$ cat src/rtl/branch_predictor.sv
// rtl/branch_predictor.sv - BTB plus PHT branch predictor (static, bimodal or gshare)
module branch_predictor #(
    parameter int XLEN    = 32,
    parameter int ENTRIES = 16,
    parameter int TAG_W   = 8,
    parameter int CTR_W   = 2,
    parameter int MODE    = 1,
    parameter int GHR_W   = 4
) (
    input  logic            clk,
    input  logic            rst_n,
    input  logic            lkpValid,
    input  logic [XLEN-1:0] lkpPc,
    output logic            predHit,
    output logic            predTaken,
    output logic [XLEN-1:0] predTarget,
    input  logic            updValid,
    input  logic [XLEN-1:0] updPc,
    input  logic            updTaken,
    input  logic [XLEN-1:0] updTarget,
    input  logic            updJmp,
    input  logic            flush
);

    localparam int IDX_W = $clog2(ENTRIES);
    localparam bit LEARN  = (MODE != 0);
    localparam bit GSHARE = (MODE == 2);
    localparam logic [CTR_W-1:0] CTR_WNT = CTR_W'((1 << (CTR_W - 1)) - 1);
    localparam logic [CTR_W-1:0] CTR_WT  = CTR_W'(1 << (CTR_W - 1));
    localparam logic [CTR_W-1:0] CTR_MAX = '1;

    logic             r_valid  [ENTRIES];
    logic [TAG_W-1:0] r_tag    [ENTRIES];
    logic [XLEN-1:0]  r_target [ENTRIES];
    logic             r_jmp    [ENTRIES];
    logic [CTR_W-1:0] r_pht    [ENTRIES];
    logic [GHR_W-1:0] r_ghr;

    logic [IDX_W-1:0] w_ghr_ext;
    logic [IDX_W-1:0] w_lkp_idx;
    logic [IDX_W-1:0] w_lkp_pidx;
    logic [TAG_W-1:0] w_lkp_tag;
    logic             w_lkp_hit;
    logic             w_lkp_taken;
    logic [IDX_W-1:0] w_upd_idx;
    logic [IDX_W-1:0] w_upd_pidx;
    logic [TAG_W-1:0] w_upd_tag;
    logic             w_upd_hit;
    logic             w_upd_cond;
    logic             w_btb_wr;
    logic             w_alloc;
    logic [CTR_W-1:0] w_upd_ctr;
    logic [CTR_W-1:0] w_pht_next;
    logic             w_unused_upd;

    always_comb begin
        w_ghr_ext = '0;
        w_ghr_ext[GHR_W-1:0] = r_ghr;
    end

    assign w_lkp_idx   = lkpPc[IDX_W+1:2];
    assign w_lkp_tag   = lkpPc[IDX_W+2+TAG_W-1:IDX_W+2];
    assign w_lkp_pidx  = GSHARE ? (w_lkp_idx ^ w_ghr_ext) : w_lkp_idx;
    assign w_lkp_hit   = LEARN && lkpValid && r_valid[w_lkp_idx] && (r_tag[w_lkp_idx] == w_lkp_tag);
    assign w_lkp_taken = w_lkp_hit && (r_jmp[w_lkp_idx] || r_pht[w_lkp_pidx][CTR_W-1]);

    assign predHit    = w_lkp_hit;
    assign predTaken  = w_lkp_taken;
    assign predTarget = w_lkp_taken ? r_target[w_lkp_idx] : lkpPc + XLEN'(4);

    // Update side indexes with the pre-shift GHR, matching the history the lookup saw.
    assign w_upd_idx    = updPc[IDX_W+1:2];
    assign w_upd_tag    = updPc[IDX_W+2+TAG_W-1:IDX_W+2];
    assign w_upd_pidx   = GSHARE ? (w_upd_idx ^ w_ghr_ext) : w_upd_idx;
    assign w_upd_hit    = r_valid[w_upd_idx] && (r_tag[w_upd_idx] == w_upd_tag);
    assign w_upd_cond   = LEARN && updValid && !updJmp;
    assign w_btb_wr     = LEARN && updValid && updTaken && !flush;
    assign w_alloc      = updTaken && !w_upd_hit;
    assign w_upd_ctr    = r_pht[w_upd_pidx];
    assign w_unused_upd = ^updPc;

    always_comb begin
        w_pht_next = w_upd_ctr;
        if (w_alloc) begin
            w_pht_next = CTR_WT;
        end else if (updTaken) begin
            if (w_upd_ctr != CTR_MAX) w_pht_next = w_upd_ctr + CTR_W'(1);
        end else begin
            if (w_upd_ctr != '0) w_pht_next = w_upd_ctr - CTR_W'(1);
        end
    end

    always_ff @(posedge clk or negedge rst_n) begin
        if (!rst_n) begin
            for (int i = 0; i < ENTRIES; i++) begin
                r_valid[i] <= 1'b0;
                r_pht[i]   <= CTR_WNT;
            end
            r_ghr <= '0;
        end else begin
            if (LEARN && flush) begin
                for (int i = 0; i < ENTRIES; i++) r_valid[i] <= 1'b0;
            end else if (w_btb_wr) begin
                r_valid[w_upd_idx] <= 1'b1;
            end
            if (w_upd_cond) r_pht[w_upd_pidx] <= w_pht_next;
            if (GSHARE) begin
                if (flush) r_ghr <= '0;
                else if (w_upd_cond) r_ghr <= GHR_W'({r_ghr, updTaken});
            end
        end
    end

    // Payload arrays need no reset: they are only read behind a valid bit.
    always_ff @(posedge clk) begin
        if (w_btb_wr) begin
            r_tag[w_upd_idx]    <= w_upd_tag;
            r_target[w_upd_idx] <= updTarget;
            r_jmp[w_upd_idx]    <= updJmp;
        end
    end

endmodule

$ cat config.mk
export PLATFORM = sky130hd
export DESIGN_NAME = branch_predictor
export DESIGN_NICKNAME = d
export VERILOG_FILES = /design/src/rtl/branch_predictor.sv
export SDC_FILE = /design/constraint.sdc
export NUM_CORES = 1
export LEC_CHECK = 0
export BUFFER_PORTS_ARGS = -buffer_cell sky130_fd_sc_hd__buf_2
export CORE_MARGIN = 2
export CORE_UTILIZATION = 55
export CTS_CLUSTER_SIZE = 40
export DETAILED_ROUTE_END_ITERATION = 8
export PLACE_DENSITY_LB_ADDON = 0.12
export SYNTH_ARGS = -nofsm -noshare
export SYNTH_HDL_FRONTEND = slang
export SYNTH_SLANG_ARGS = --single-unit
$ cat constraint.sdc
create_clock -name clk -period 3.3 [get_ports clk]
set_input_delay 0.495 -clock clk [delete_from_list [all_inputs] [get_ports clk]]
set_output_delay 0.495 -clock clk [all_outputs]
set_load 0.01 [all_outputs]
==> out/metrics.csv <==
metric,value,unit
outcome,"complete, but fails checks",
violations,setup timing,
rsz0062_at_grt,yes,
clk_transition_reported_paths,0.06,ns
cts_buffers,72,
vias_per_cell,6.39,
reg2reg_depth,9,
r2r_setup_slack,0.43,ns
worstSetupPathType,reg -> out,
cap_violations,0,
setup_viol,34,
cp.required,2.80,ns
skew,0.0186,ns
nets,1853,
n_fill_cell,3623,
hpwl,43.9,mm
h-tree-depth,3,
drv_slew,0,
synthArstFlopShare,6.82,%
die_w,237,µm
synthAdderAreaFrac,0.0418,%
drt-initial-drc-count,1805,
ys_types,59,
fin_crit,3.95,ns
grt_use_total,26.7,%
syn_avg_cell_area,19.8,µm²
initial_core_util,55.6,%
globalplace.congestion,0.823,
start_kind,flop,
cts_tree,done,
leakage,11.8,nW
hold_viol,0,
numClockSinks,704,
worst-path-max-fanout,10,
overflow,0,
synth_mux_area_share,21.3,%
grt_max_degree,49,
io_pins,137,
antenna_found_initial,9,
final_layout_size_suffix_gt1_share,38.1,%
synth_top_family_by_area,multiplexers,
clock_latency,0.60,ns
design.core.area,0.0538,mm²
rows,85,
yosysWarnings,0,
placed_area,0.0325,mm²
synthesis.area,0.0299,mm²
fin_area,0.0350,mm²
port_buffers,116,
synth_xor_area_share,1.14,%
syn-num-nets,1613,
synth-compound-area-share,2.30,%
dr_total_vias,16000,
crit_end,predTarget[13],
die_area,0.0563,mm²
fin_ws,-0.651,ns
r2r-end,r_pht[9]$_DFFE_PN0P_,
arrival,3.46,ns
yosysSeqAreaShare,69.9,%
hp-class,in -> async,
synthCells,1509,
p_per_area,552,mW/mm²
vdd_drop_max,0.371,mV
ant_nets,0,
die_h,237,µm
areaGrowthSynthToFinish,16.9,%
end_kind,output port,
crit_start,r_tag[11][4]$_DFFE_PP_,
max_freq,0.253,GHz
postCtsHoldBufs,0,
worst_pin_slew,1.09,ns
grt_pass1_vias,16000,
reg2reg_from,r_tag[11][4]$_DFFE_PP_,
slew_headroom,27.4,%
drc,0,
cts_root_buffer,clkbuf_16,
period_share,120,%
synth_edf_count,656,
clk_path_buf_depth,3,
drt-pass1-iter-count,7,
grt_pass1_wl,107,mm
fin_cells,2505,
yosys.area_share.simple,3.49,%
wire_per_inst,29.5,µm
dp.cells,2367,
wl,73.8,mm
ys_seq_elements,704,
synth-main-ff-cell,edfxtp_1,
## worst min-delay path by stage
stage                         start                    end  cells after the start
2_1_floorplan                 rst_n  r_pht[11]$_DFFE_PN0P_                      0
3_3_place_gp   r_pht[2]$_DFFE_PN1P_   r_pht[2]$_DFFE_PN1P_                      2
3_5_place_dp   r_pht[0]$_DFFE_PN1P_   r_pht[0]$_DFFE_PN1P_                      2
4_1_cts                       rst_n  r_pht[11]$_DFFE_PN0P_                      1
5_1_grt                       rst_n  r_pht[11]$_DFFE_PN0P_                      1
6_report                      rst_n  r_pht[11]$_DFFE_PN0P_                      1
## logic make-up (layout without fill, tap and decap cells)
family / after synthesis / count (layout)
adder cells (fa/ha/maj): 1 / 1
AO/OA/AOI/OAI: 102 / 102
other: 0 / 5
XOR/XNOR: 39 / 39
flip-flops: 704 / 704
multiplexers: 337 / 337
AND/OR/NAND/NOR: 209 / 209
buffers and inverters: 117 / 412
## timing repair
item,CTS,global route
setup buffers,2,0
pin swaps,1,0
cloned,1,1
resized for setup,16,15
setup endpoints to repair,34,34
## critical path, stage by stage, from the launching register on
cell and delay [ns]:
edfxtp_1 0.39, mux4_2 0.48, mux4_2 0.56, xor2_4 0.21
a2111oi_4 0.27, nand4_4 0.14, buf_12 0.19, buf_16 0.17
mux2_4 0.31, buf_6 0.12
## cell usage in the layout (no fill, tap or decap), types with 9 or more instances in the layout
cell type  synthesis  routed
edfxtp_1         656     656
mux4_2           224     225
buf_4              9     111
buf_2             29      93
clkbuf_16          0      74
mux2i_1           55      55
nor2_1            66      50
nand2_1           35      35
a21oi_1           34      33
dfrtp_1           32      32
nand3_1           29      29
mux2_4            29      29
mux2_2            28      28
buf_12             0      28
inv_1             25      24
xnor2_1           23      23
buf_6              4      21
clkinv_1           0      20
o22ai_1           19      19
nor3_1            17      16
nor2b_1           16      16
nor2_4             0      16
dfstp_2           16      16
xor2_1            16      15
clkinv_2           0      13
a22oi_1           13      13
nand4_1            9       9
clkbuf_1          36       9
## layout make-up
class | instances | area [µm²] | area share (%)
flip-flops and latches | 704 | 20900 | 59.8
multi-input cells | 688 | 8620 | 24.6
repair buffers | 258 | 2200 | 6.30
clock buffers | 82 | 1860 | 5.32
well taps | 696 | 871 | 2.49
clock inverters | 47 | 402 | 1.15
inverters | 25 | 95.1 | 0.272
diodes | 5 | 12.5 | 0.0358
## sequential cells by signal (all words and copies together) (netlist names)
| register | count |
|---|---|
| r_tag | 128 |
| r_pht | 32 |
| r_valid | 16 |
| r_target | 512 |
| r_jmp | 16 |
## cell usage after synthesis (17+ instances only)
cell	n	area share, %
a21oi_1	34	0.57
buf_2	29	0.49
clkbuf_1	36	0.45
dfrtp_1	32	2.7
edfxtp_1	656	66
inv_1	25	0.31
mux2_2	28	1.1
mux2_4	29	1.5
mux2i_1	55	1.8
mux4_2	224	17
nand2_1	35	0.44
nand3_1	29	0.49
nor2_1	66	0.83
nor3_1	17	0.28
o22ai_1	19	0.40
xnor2_1	23	0.67
## where the power goes
part	internal [mW]	switching, mW
sequential	9.94	0.0791
clock	4.52	3.31
combinational	0.694	0.763
total	15.2	4.15
## metal layers
metal / track usage (%) / wire length (µm) / vias up / share of wire, %
met1: 39.0 / 30400 / 8436 / 41
met4: 9.13 / 1910 / 10 / 2.6
met3: 6.26 / 6490 / 112 / 8.8
li1: - / - / 6739 / -
met5: 0 / 67 / - / 0.091
met2: 40.5 / 34900 / 702 / 47
## metrics by stage
stage	utilization (%)	setup slack, ns	power [mW]	hold slack (ns)	setup TNS (ns)
after detailed placement	60.3	-0.692	11.6	0.488	-16.52
after global routing	65.0	-0.761	19.9	0.177	-24.48
after global placement	60.3	-0.731	11.6	0.487	-15.44
after CTS	64.8	-0.680	19.4	0.113	-21.57
after floorplan	-	-0.453	11.1	0.199	-92.10
final	65.0	-0.651	19.3	0.107	-20.76
Note: power is estimated with default switching activity, not from simulation.
